<file path="src/rtl/clint_timer.sv">
// clint_timer: core-local interruptor with memory-mapped msip, mtimecmp and a
// free-running mtime. It has a one-outstanding request/response port with a
// registered response, so a read completes one cycle after it is accepted.
module clint_timer #(
    parameter logic [63:0] BASE_ADDR = 64'h0200_0000,
    parameter int unsigned TICK_DIV  = 1
) (
    input  logic        clk,
    input  logic        rst,
    input  logic        req_valid,
    output logic        req_ready,
    input  logic        req_wen,
    input  logic [63:0] req_addr,
    input  logic [63:0] req_wdata,
    input  logic [7:0]  req_wstrb,
    output logic        addr_hit,
    output logic        resp_valid,
    input  logic        resp_ready,
    output logic [63:0] resp_rdata,
    output logic        resp_err,
    output logic        clint_mtip,
    output logic        clint_msip
);

    // Prescaler width; TICK_DIV=1 still needs a 1-bit counter that sits at 0.
    localparam int unsigned PW = (TICK_DIV > 1) ? $clog2(TICK_DIV) : 1;
    localparam logic [PW-1:0] PCNT_LAST = PW'(TICK_DIV - 1);

    localparam logic [15:0] OFF_MSIP     = 16'h0000;
    localparam logic [15:0] OFF_MTIMECMP = 16'h4000;
    localparam logic [15:0] OFF_MTIME    = 16'hBFF8;

    logic [63:0]   mtime_reg;
    logic [63:0]   mtimecmp_reg;
    logic          msip_reg;
    logic [PW-1:0] pcnt_reg;

    logic          resp_valid_reg;
    logic [63:0]   resp_rdata_reg;
    logic          resp_err_reg;

    logic [15:0]   offset;
    logic          aligned;
    logic          sel_msip;
    logic          sel_mtimecmp;
    logic          sel_mtime;
    logic          sel_any;
    logic          accept;
    logic          tick;
    logic          wr_msip;
    logic          wr_mtimecmp;
    logic          wr_mtime;
    logic [63:0]   wmask;
    logic [63:0]   mtime_merged;
    logic [63:0]   mtimecmp_merged;
    logic          msip_merged;
    logic [63:0]   read_data;

    // The window is 64 KiB aligned, so a hit is just a match of the upper bits.
    assign addr_hit = (req_addr[63:16] == BASE_ADDR[63:16]);
    assign offset   = req_addr[15:0];
    assign aligned  = (req_addr[2:0] == 3'b000);

    assign sel_msip     = addr_hit & aligned & (offset == OFF_MSIP);
    assign sel_mtimecmp = addr_hit & aligned & (offset == OFF_MTIMECMP);
    assign sel_mtime    = addr_hit & aligned & (offset == OFF_MTIME);
    assign sel_any      = sel_msip | sel_mtimecmp | sel_mtime;

    // Only one request may be outstanding: block while a response waits.
    assign req_ready = ~resp_valid_reg;
    assign accept    = req_valid & ~resp_valid_reg;

    assign wr_msip     = accept & req_wen & sel_msip;
    assign wr_mtimecmp = accept & req_wen & sel_mtimecmp;
    assign wr_mtime    = accept & req_wen & sel_mtime;

    assign tick = (pcnt_reg == PCNT_LAST);

    // Expand the byte strobes into a bit mask for the read-modify-write merge.
    generate
        for (genvar gi = 0; gi < 8; gi++) begin : g_wmask
            assign wmask[8*gi +: 8] = {8{req_wstrb[gi]}};
        end
    endgenerate

    assign mtime_merged    = (mtime_reg & ~wmask) | (req_wdata & wmask);
    assign mtimecmp_merged = (mtimecmp_reg & ~wmask) | (req_wdata & wmask);
    assign msip_merged     = req_wstrb[0] ? req_wdata[0] : msip_reg;

    // Read mux: values are those held during the accept cycle.
    always_comb begin
        read_data = 64'd0;
        if (sel_msip) begin
            read_data = {63'd0, msip_reg};
        end else if (sel_mtimecmp) begin
            read_data = mtimecmp_reg;
        end else if (sel_mtime) begin
            read_data = mtime_reg;
        end
    end

    // Timebase: a write to mtime overrides the tick and restarts the prescaler.
    always_ff @(posedge clk) begin
        if (rst) begin
            mtime_reg <= 64'd0;
            pcnt_reg  <= '0;
        end else if (wr_mtime) begin
            mtime_reg <= mtime_merged;
            pcnt_reg  <= '0;
        end else if (tick) begin
            mtime_reg <= mtime_reg + 64'd1;
            pcnt_reg  <= '0;
        end else begin
            pcnt_reg  <= pcnt_reg + 1'b1;
        end
    end

    // Software-visible compare and software interrupt registers.
    always_ff @(posedge clk) begin
        if (rst) begin
            mtimecmp_reg <= 64'hFFFF_FFFF_FFFF_FFFF;
            msip_reg     <= 1'b0;
        end else begin
            if (wr_mtimecmp) begin
                mtimecmp_reg <= mtimecmp_merged;
            end
            if (wr_msip) begin
                msip_reg <= msip_merged;
            end
        end
    end

    // Registered response: captured at accept, held until the handshake.
    always_ff @(posedge clk) begin
        if (rst) begin
            resp_valid_reg <= 1'b0;
            resp_rdata_reg <= 64'd0;
            resp_err_reg   <= 1'b0;
        end else if (accept) begin
            resp_valid_reg <= 1'b1;
            resp_rdata_reg <= (~req_wen & sel_any) ? read_data : 64'd0;
            resp_err_reg   <= ~sel_any;
        end else if (resp_valid_reg & resp_ready) begin
            resp_valid_reg <= 1'b0;
            resp_rdata_reg <= 64'd0;
            resp_err_reg   <= 1'b0;
        end
    end

    assign resp_valid = resp_valid_reg;
    assign resp_rdata = resp_rdata_reg;
    assign resp_err   = resp_err_reg;

    assign clint_mtip = (mtime_reg >= mtimecmp_reg);
    assign clint_msip = msip_reg;

endmodule

</file>
<file path="config.mk">
export PLATFORM = sky130hd
export DESIGN_NAME = clint_timer
export DESIGN_NICKNAME = d
export VERILOG_FILES = /design/src/rtl/clint_timer.sv
export SDC_FILE = /design/constraint.sdc
export NUM_CORES = 1
export LEC_CHECK = 0
export CAP_MARGIN = 10
export CORE_MARGIN = 4
export CORE_UTILIZATION = 29
export CTS_BUF_LIST = sky130_fd_sc_hd__clkbuf_4 sky130_fd_sc_hd__clkbuf_8 sky130_fd_sc_hd__clkbuf_16
export CTS_CLUSTER_DIAMETER = 120
export DETAILED_ROUTE_END_ITERATION = 16
export HOLD_SLACK_MARGIN = 0.1
export SLEW_MARGIN = 30
export SYNTH_ARGS = -nofsm -noshare
export SYNTH_HDL_FRONTEND = slang
export SYNTH_SLANG_ARGS = --single-unit
export TNS_END_PERCENT = 10
</file>
<file path="constraint.sdc">
create_clock -name clk -period 4.7 [get_ports clk]
set_input_delay 0.705 -clock clk [delete_from_list [all_inputs] [get_ports clk]]
set_output_delay 0.705 -clock clk [all_outputs]
set_load 0.02 [all_outputs]
</file>
==> impl_results.md, run 1 <==
* Critical path endpoint category: output port
* Post-synthesis sequential area ratio at 36.1%
* Total Routed Length at 37700 um
* Via count at 10942
* Max Freq at 241 MHz
* CTS tree: done
* Worst slew margin relative to its limit at 37.7%
* Starting DRT DRC Count at 947
* Synthesized area at 0.0109 mm^2
* RePlAce Congestion at 0.855
* CTS H-tree depth at 4
* Met2 global-route usage at 30.0%
* Core area at 0.0368 mm^2
* Clock Latency Late Sink at 0.45 ns
* Remaining DRCs at 0
* Min Clock Period, post-route at 4.15 ns
* Hold Startpoint: resp_rdata[53]
* Leak at 5.76 nW
* DIE AREA at 0.0407 mm^2
* Met3 usage at 4.30%
* Post-Synthesis Cells at 1331
* Antenna violations before repair at 4
* Final Hold Vio Count at 0
* Die extent in x at 202 um
* Synth cell types at 68
* Vias per inst at 5.50
* Setup CP Type: flop to output port
* Async SR Flop Fraction at 0%
* Slew @ Worst Pin at 0.932 ns
* Ports at 211
* Smallest hold slack at 0.449 ns
* Starting density of the core at 29.6%
* Largest net degree at the start of global routing at 63
* Port Buffers at 210
* Layout cells sized above 1 at 5.60%
* Mapped Nets at 1537
* Switch Pwr at 0.852 mW
* Syn Area/Cell at 8.17 um^2
* Number of global-route vias before repair at 10549
* Clock network fraction of total power at 42.9%
* Sw Share at 25.2%
* Worst vdd ir at 218 uV
* Pwr per Cell Area at 241 mW/mm^2
* Post-detail-place hpwl at 28500 um
* CTS Buf Count at 17
* First-pass GRT wire length at 58900 um
* Setup Buffers After CTS at 0
* Synth warn at 0
* Critical path arrival at 3.44 ns
* Cell Int Power at 2.53 mW
* Crit share post-route at 88.2%
* Slew Viols, Final at 0
* Fin Setup TNS at 0 ns
* Comb power frac at 7.5%
* Post-synth top area share at 36.1%
* Outcome: finished, final reports clean
* Crit path required time at 3.99 ns
* Total congestion overflow at 0
* Sequential Power Share at 49.6%
* Max clock buf depth at 2
* Max Cap Violations at 0
* Endpoints failing setup at 0
* EDFF count, synth at 0
* Gr busiest metal: met2
* Clk root buf: clkbuf_16
* Worst-path fanout max at 6
* RSZ-0062 raised after global routing: false
* Nets@finish at 1712
* Post-route ant nets at 0
* Flops & latches, synth at 196
* Die H at 202 um
* Most area-consuming cells after synthesis: dfxtp_1, ha_1, a211o_1
* Tot GR Track Use at 18.0%
* Startpoint types: flop
* FILL cells at 3804
* Yosys top cell by area: dfxtp_1
* Dominant synthesized flop cell: dfxtp_1
* M1 GR Usage at 23.1%
* Post-cts sizing count at 0
* # hold bufs at CTS at 0
* Layout area overhead at 29.2%
* Initial DRT Pass Iterations at 5
* HP Class: flop to flop
* Fin Clk Skew at 0.0157 ns
* Reg clk slew, reported paths at 0.08 ns
* Sink Count at 196
* Row count at 70
* Wirelength per Cell at 19.0 um
==> cells by family (layout without fill, tap and decap cells) <==
kind of cell | Yosys count | count (layout) | synth area share [%]
xor+xnor | 7 | 7 | 0.564
compound gates | 405 | 405 | 27.2
buf+inv | 225 | 413 | 8.02
simple gates | 431 | 431 | 20.5
fa+ha+maj | 65 | 65 | 7.48
flops | 196 | 196 | 36.1
mux | 1 | 1 | 0.104
other cells | 1 | 3 | 0.0345
==> path summary, 6_finish.rpt <==
path,cells after the start,endpoint,slack [ns]
setup / recovery,9,clint_mtip,0.55
hold / removal,2,resp_rdata[53],0.45
setup reg to reg,7,flop,1.28
hold reg to reg,2,resp_rdata[53],0.45
==> stage by stage <==
stage	util [%]	area, um^2	std cells	power (mW)	setup WS (ns)
finish	38.2	14100	1989	3.39	0.554
global route	38.2	14100	1989	3.51	0.444
CTS	38.2	14100	1987	3.43	0.602
detailed placement	36.7	13500	1955	1.97	0.719
global placement	36.6	13500	1955	1.97	0.662
floorplan	-	10900	1331	1.80	1.81
==> worst max-delay path, stage by stage, from the launching register on <==
cell	delay (ns)
dfxtp_1	0.43
inv_1	0.09
ha_1	0.29
nor3b_1	0.16
o21ai_0	0.16
a211oi_1	0.27
o211ai_1	0.22
a221oi_1	0.55
o21ai_0	0.22
clkdlybuf4s50_1	0.60
==> metal layers <==
| metal | wire (um) | up-vias |
|---|---|---|
| met4 | 956 | 4 |
| met1 | 16300 | 5208 |
| li1 | - | 5286 |
| met3 | 2690 | 56 |
| met2 | 17800 | 388 |
| met5 | 24 | - |
==> Yosys cell counts, types with 6 or more instances <==
library cell	count
a2111oi_0	18
a211o_1	72
a211oi_1	34
a21o_1	16
a21oi_1	31
a221oi_1	12
a22oi_1	66
a311oi_1	13
a31oi_1	12
and2_1	15
and3_1	31
and4_1	15
buf_2	19
clkbuf_1	62
dfxtp_1	196
ha_1	65
inv_1	142
nand2_1	105
nand3_1	27
nand4_1	36
nor2_1	107
nor3_1	17
nor4_1	31
o21ai_0	27
o21ai_1	63
or3_1	10
or4_1	9
xnor2_1	6
==> area by class of cell <==
type	count	area, um^2	share of cell area (%)
Clock inverter	12	108	0.765
Inverter	142	533	3.79
Timing Repair Buffer	239	2340	16.7
Multi-Input combinational cell	910	6100	43.4
Antenna cell	2	5.00	0.0356
Sequential cell	196	3920	27.9
Clock buffer	20	460	3.27
Tap cell	468	586	4.16
==> power groups by stage <==
stage / clock network (mW) / registers (mW) / logic [mW]
2_1_floorplan: 0 / 1.71 / 0.0811
3_3_place_gp: 0 / 1.72 / 0.255
3_5_place_dp: 0 / 1.72 / 0.256
4_1_cts: 1.50 / 1.68 / 0.257
5_1_grt: 1.55 / 1.68 / 0.274
6_report: 1.45 / 1.68 / 0.255
==> placed cells by master, fill, tap and decap left out, types with 18 or more instances in the layout <==
cell type,netlist,final
a2111oi_0,18,18
a211o_1,72,72
buf_4,1,28
a21oi_1,31,31
a211oi_1,34,33
ha_1,65,65
and3_1,31,31
nor2_1,107,107
nand2_1,105,105
a22oi_1,66,66
inv_1,142,142
nor4_1,31,30
clkdlybuf4s50_1,0,209
o21ai_0,27,27
o21ai_1,63,63
nand4_1,36,36
nand3_1,27,27
dfxtp_1,196,196
Note: power is estimated with default switching activity, not from simulation.
==> run 2: changes to the inputs <==
--- a/config.mk
+++ b/config.mk
@@ -6,7 +6,7 @@
 export NUM_CORES = 1
 export LEC_CHECK = 0
 export CAP_MARGIN = 10
-export CORE_MARGIN = 4
+export CORE_MARGIN = 10
 export CORE_UTILIZATION = 29
 export CTS_BUF_LIST = sky130_fd_sc_hd__clkbuf_4 sky130_fd_sc_hd__clkbuf_8 sky130_fd_sc_hd__clkbuf_16
 export CTS_CLUSTER_DIAMETER = 120
==> run 2 against run 1 <==
- flip-flop and latch count is the same
- clock-buffer cell count is the same
- cell count grew 0.25%
- non-clock buffer count grew 4
- utilization grew 0.14 points
- critical path depth shrank 1
- combinational power is essentially flat
- highest routed layer unchanged
==> impl_results.md, run 2 (synthesized netlist as in run 1, its figures left out) <==
* Max clock buf depth at 2 (unchanged)
* Post-detail-place hpwl at 30500 um (+6.9%)
* HP Class: flop to flop
* Hold Startpoint: resp_rdata[52]
* FILL cells at 3778 (-0.68%)
* Wirelength per Cell at 20.0 um (+5.3%)
* Leak at 5.77 nW (+0.29%)
* Sink of the worst hold path: resp_rdata[52]
* Die H at 214 um (+6.0%)
* Critical path endpoint category: output port
* CTS tree: done
* Via count at 10985 (+0.39%)
* Pre-CTS setup slack at 0.633 ns (-0.0865 ns)
* Remaining DRCs at 0 (unchanged)
* Worst path cell trace: ha_1 -> nand4_1 -> nor4_1 -> o221ai_1 -> o211ai_1 -> a221oi_1 -> o21ai_0 -> clkdlybuf4s50_1
* Total power at 3.47 mW (+2.6%)
* # hold bufs at CTS at 0 (unchanged)
* CTS Buf Count at 17 (unchanged)
* Setup Buffers After CTS at 0 (unchanged)
* Worst path depth at 8 (-1)
* Vias per inst at 5.51 (+0.14%)
* Layout cells sized above 1 at 5.91% (+0.31 points)
* Starting DRT DRC Count at 797 (-16%)
* Number of global-route vias before repair at 10767 (+2.1%)
* Die extent in x at 214 um (+6.0%)
* Layout area overhead at 29.7%
* Layout Cells excl Fill at 1994 (+0.25%)
* Worst slew margin relative to its limit at 37.2% (-0.46 points)
* Fin Clk Skew at 0.0129 ns (-0.00279 ns)
* Slew @ Worst Pin at 0.939 ns (+0.00686 ns)
* CTS H-tree depth at 4 (unchanged)
* Antenna violations before repair at 4 (unchanged)
* Crit path max-delay cell type: clkdlybuf4s50_1
* Top delay family on crit path: compound AO/OA/AOI/OAI gates
* Setup CP Type: flop to output port
* Crit share post-route at 88.9% (+0.66 points)
* Post-route cell area at 0.0141 mm^2 (+0.37%)
* Ports at 211 (unchanged)
* Startpoint types: flop
* First-pass GRT wire length at 61300 um (+3.9%)
* Min Clock Period, post-route at 4.18 ns (+0.0308 ns)
* RSZ-0062 raised after global routing: false
* Dpl cells at 1959 (+0.20%)
* Initial DRT Pass Iterations at 5 (unchanged)
* Fin Setup TNS at 0 ns (unchanged)
* Sink Count at 196 (unchanged)
* DIE AREA at 0.0457 mm^2 (+12%)
* Total Routed Length at 39800 um (+5.6%)
* Worst r2r path cells at 7 (unchanged)
* Pwr per Cell Area at 246 mW/mm^2 (+2.2%)
* Largest stage delay, worst path at 0.66 ns (+0.06 ns)
* Slack of the critical path at 0.524 ns (-0.0308 ns)
* Max Freq at 239 MHz (-0.74%)
* Post-cts sizing count at 0 (unchanged)
* Port Buffers at 210 (unchanged)
* Worst-path fanout max at 7 (+1)
* Tot GR Track Use at 17.1% (-0.94 points)
* Slew Viols, Final at 0 (unchanged)
* Endpoints failing setup at 0 (unchanged)
* Commonest cells after routing, fill and taps aside: clkdlybuf4s50_1, dfxtp_1, inv_1
* Core area at 0.0368 mm^2 (unchanged)
* Worst path bufs/invs at 1 (-1)
* Total congestion overflow at 0 (unchanged)
* Starting density of the core at 29.6% (unchanged)
* Row count at 70 (unchanged)
* Post-route ant nets at 0 (unchanged)
* RePlAce Congestion at 0.892 (+4.3%)
* Reg clk slew, reported paths at 0.08 ns (about the same)
* Placed inst area at 0.0135 mm^2 (+0.13%)
* Commonest non-fill, non-tap cell in the layout: clkdlybuf4s50_1
* Largest net degree at the start of global routing at 56 (-11%)
* Clk root buf: clkbuf_16
* Final Hold Vio Count at 0 (unchanged)
* Nets@finish at 1716 (+0.23%)
* R2R Setup Slk at 1.20 ns (-0.08 ns)
* Max Cap Violations at 0 (unchanged)
* Worst vdd ir at 248 uV (+14%)
* Critical path arrival at 3.47 ns (+0.03 ns)
* Outcome: finished, final reports clean
* Crit path required time at 3.99 ns (about the same)
* Clock Latency Late Sink at 0.45 ns (about the same)
* Hold Path Depth at 2 (unchanged)
run 2: cell types whose count changed in the layout (fill, tap and decap cells not counted), moves of 2 or more:
cell / delta
buf_4: +5
clkinvlp_4: +4
clkinv_4: -3
inv_6: -3
bufinv_16: +2
run 2: worst min-delay path, delay by kind of cell, from the launching register on:
family / cells / cell delay (ns)
compound gates: 1 / 0.05
flops: 1 / 0.31
simple gates: 1 / 0.05
run 2: area by class of cell:
class	instances	area (um^2)	area share (%)
Multi-Input combinational cell	910	6100	43.2
Sequential cell	196	3930	27.8
Timing Repair Buffer	243	2360	16.7
Tap cell	468	586	4.15
Inverter	142	533	3.78
Clock buffer	20	454	3.22
Clock inverter	12	145	1.03
Antenna cell	3	7.51	0.0532
run 2: per-layer routing:
| layer | share of wire [%] | track usage [%] | wire length, um | up-vias |
|---|---|---|---|---|
| met5 | 0.033 | 0 | 13 | - |
| met4 | 1.2 | 4.23 | 480 | 2 |
| met3 | 8.2 | 4.70 | 3280 | 32 |
| met2 | 48 | 28.4 | 18900 | 408 |
| met1 | 43 | 21.4 | 17100 | 5254 |
| li1 | - | - | - | 5289 |
run 2: worst max-delay path by stage:
stage,start,endpoint,slack [ns]
2_1_floorplan,req_addr[11],resp_rdata[35],1.81
3_3_place_gp,req_addr[50],resp_rdata[26],0.70
3_5_place_dp,req_addr[1],resp_rdata[55],0.63
4_1_cts,flop,clint_mtip,0.52
5_1_grt,flop,clint_mtip,0.36
6_report,flop,clint_mtip,0.52
run 2: per-stage QoR:
step                      util (%)  hold WS (ns)
after floorplan                  -         0.457
final                         38.4         0.447
after CTS                     38.3         0.450
after global placement        36.7         0.438
after detailed placement      36.7         0.441
after global routing          38.4         0.463
run 2: where the power goes:
part           switching, mW  internal [mW]  leakage, nW
Combinational          0.119          0.136         3.91
Sequential            0.0147           1.67         1.58
Clock                  0.714          0.823        0.283
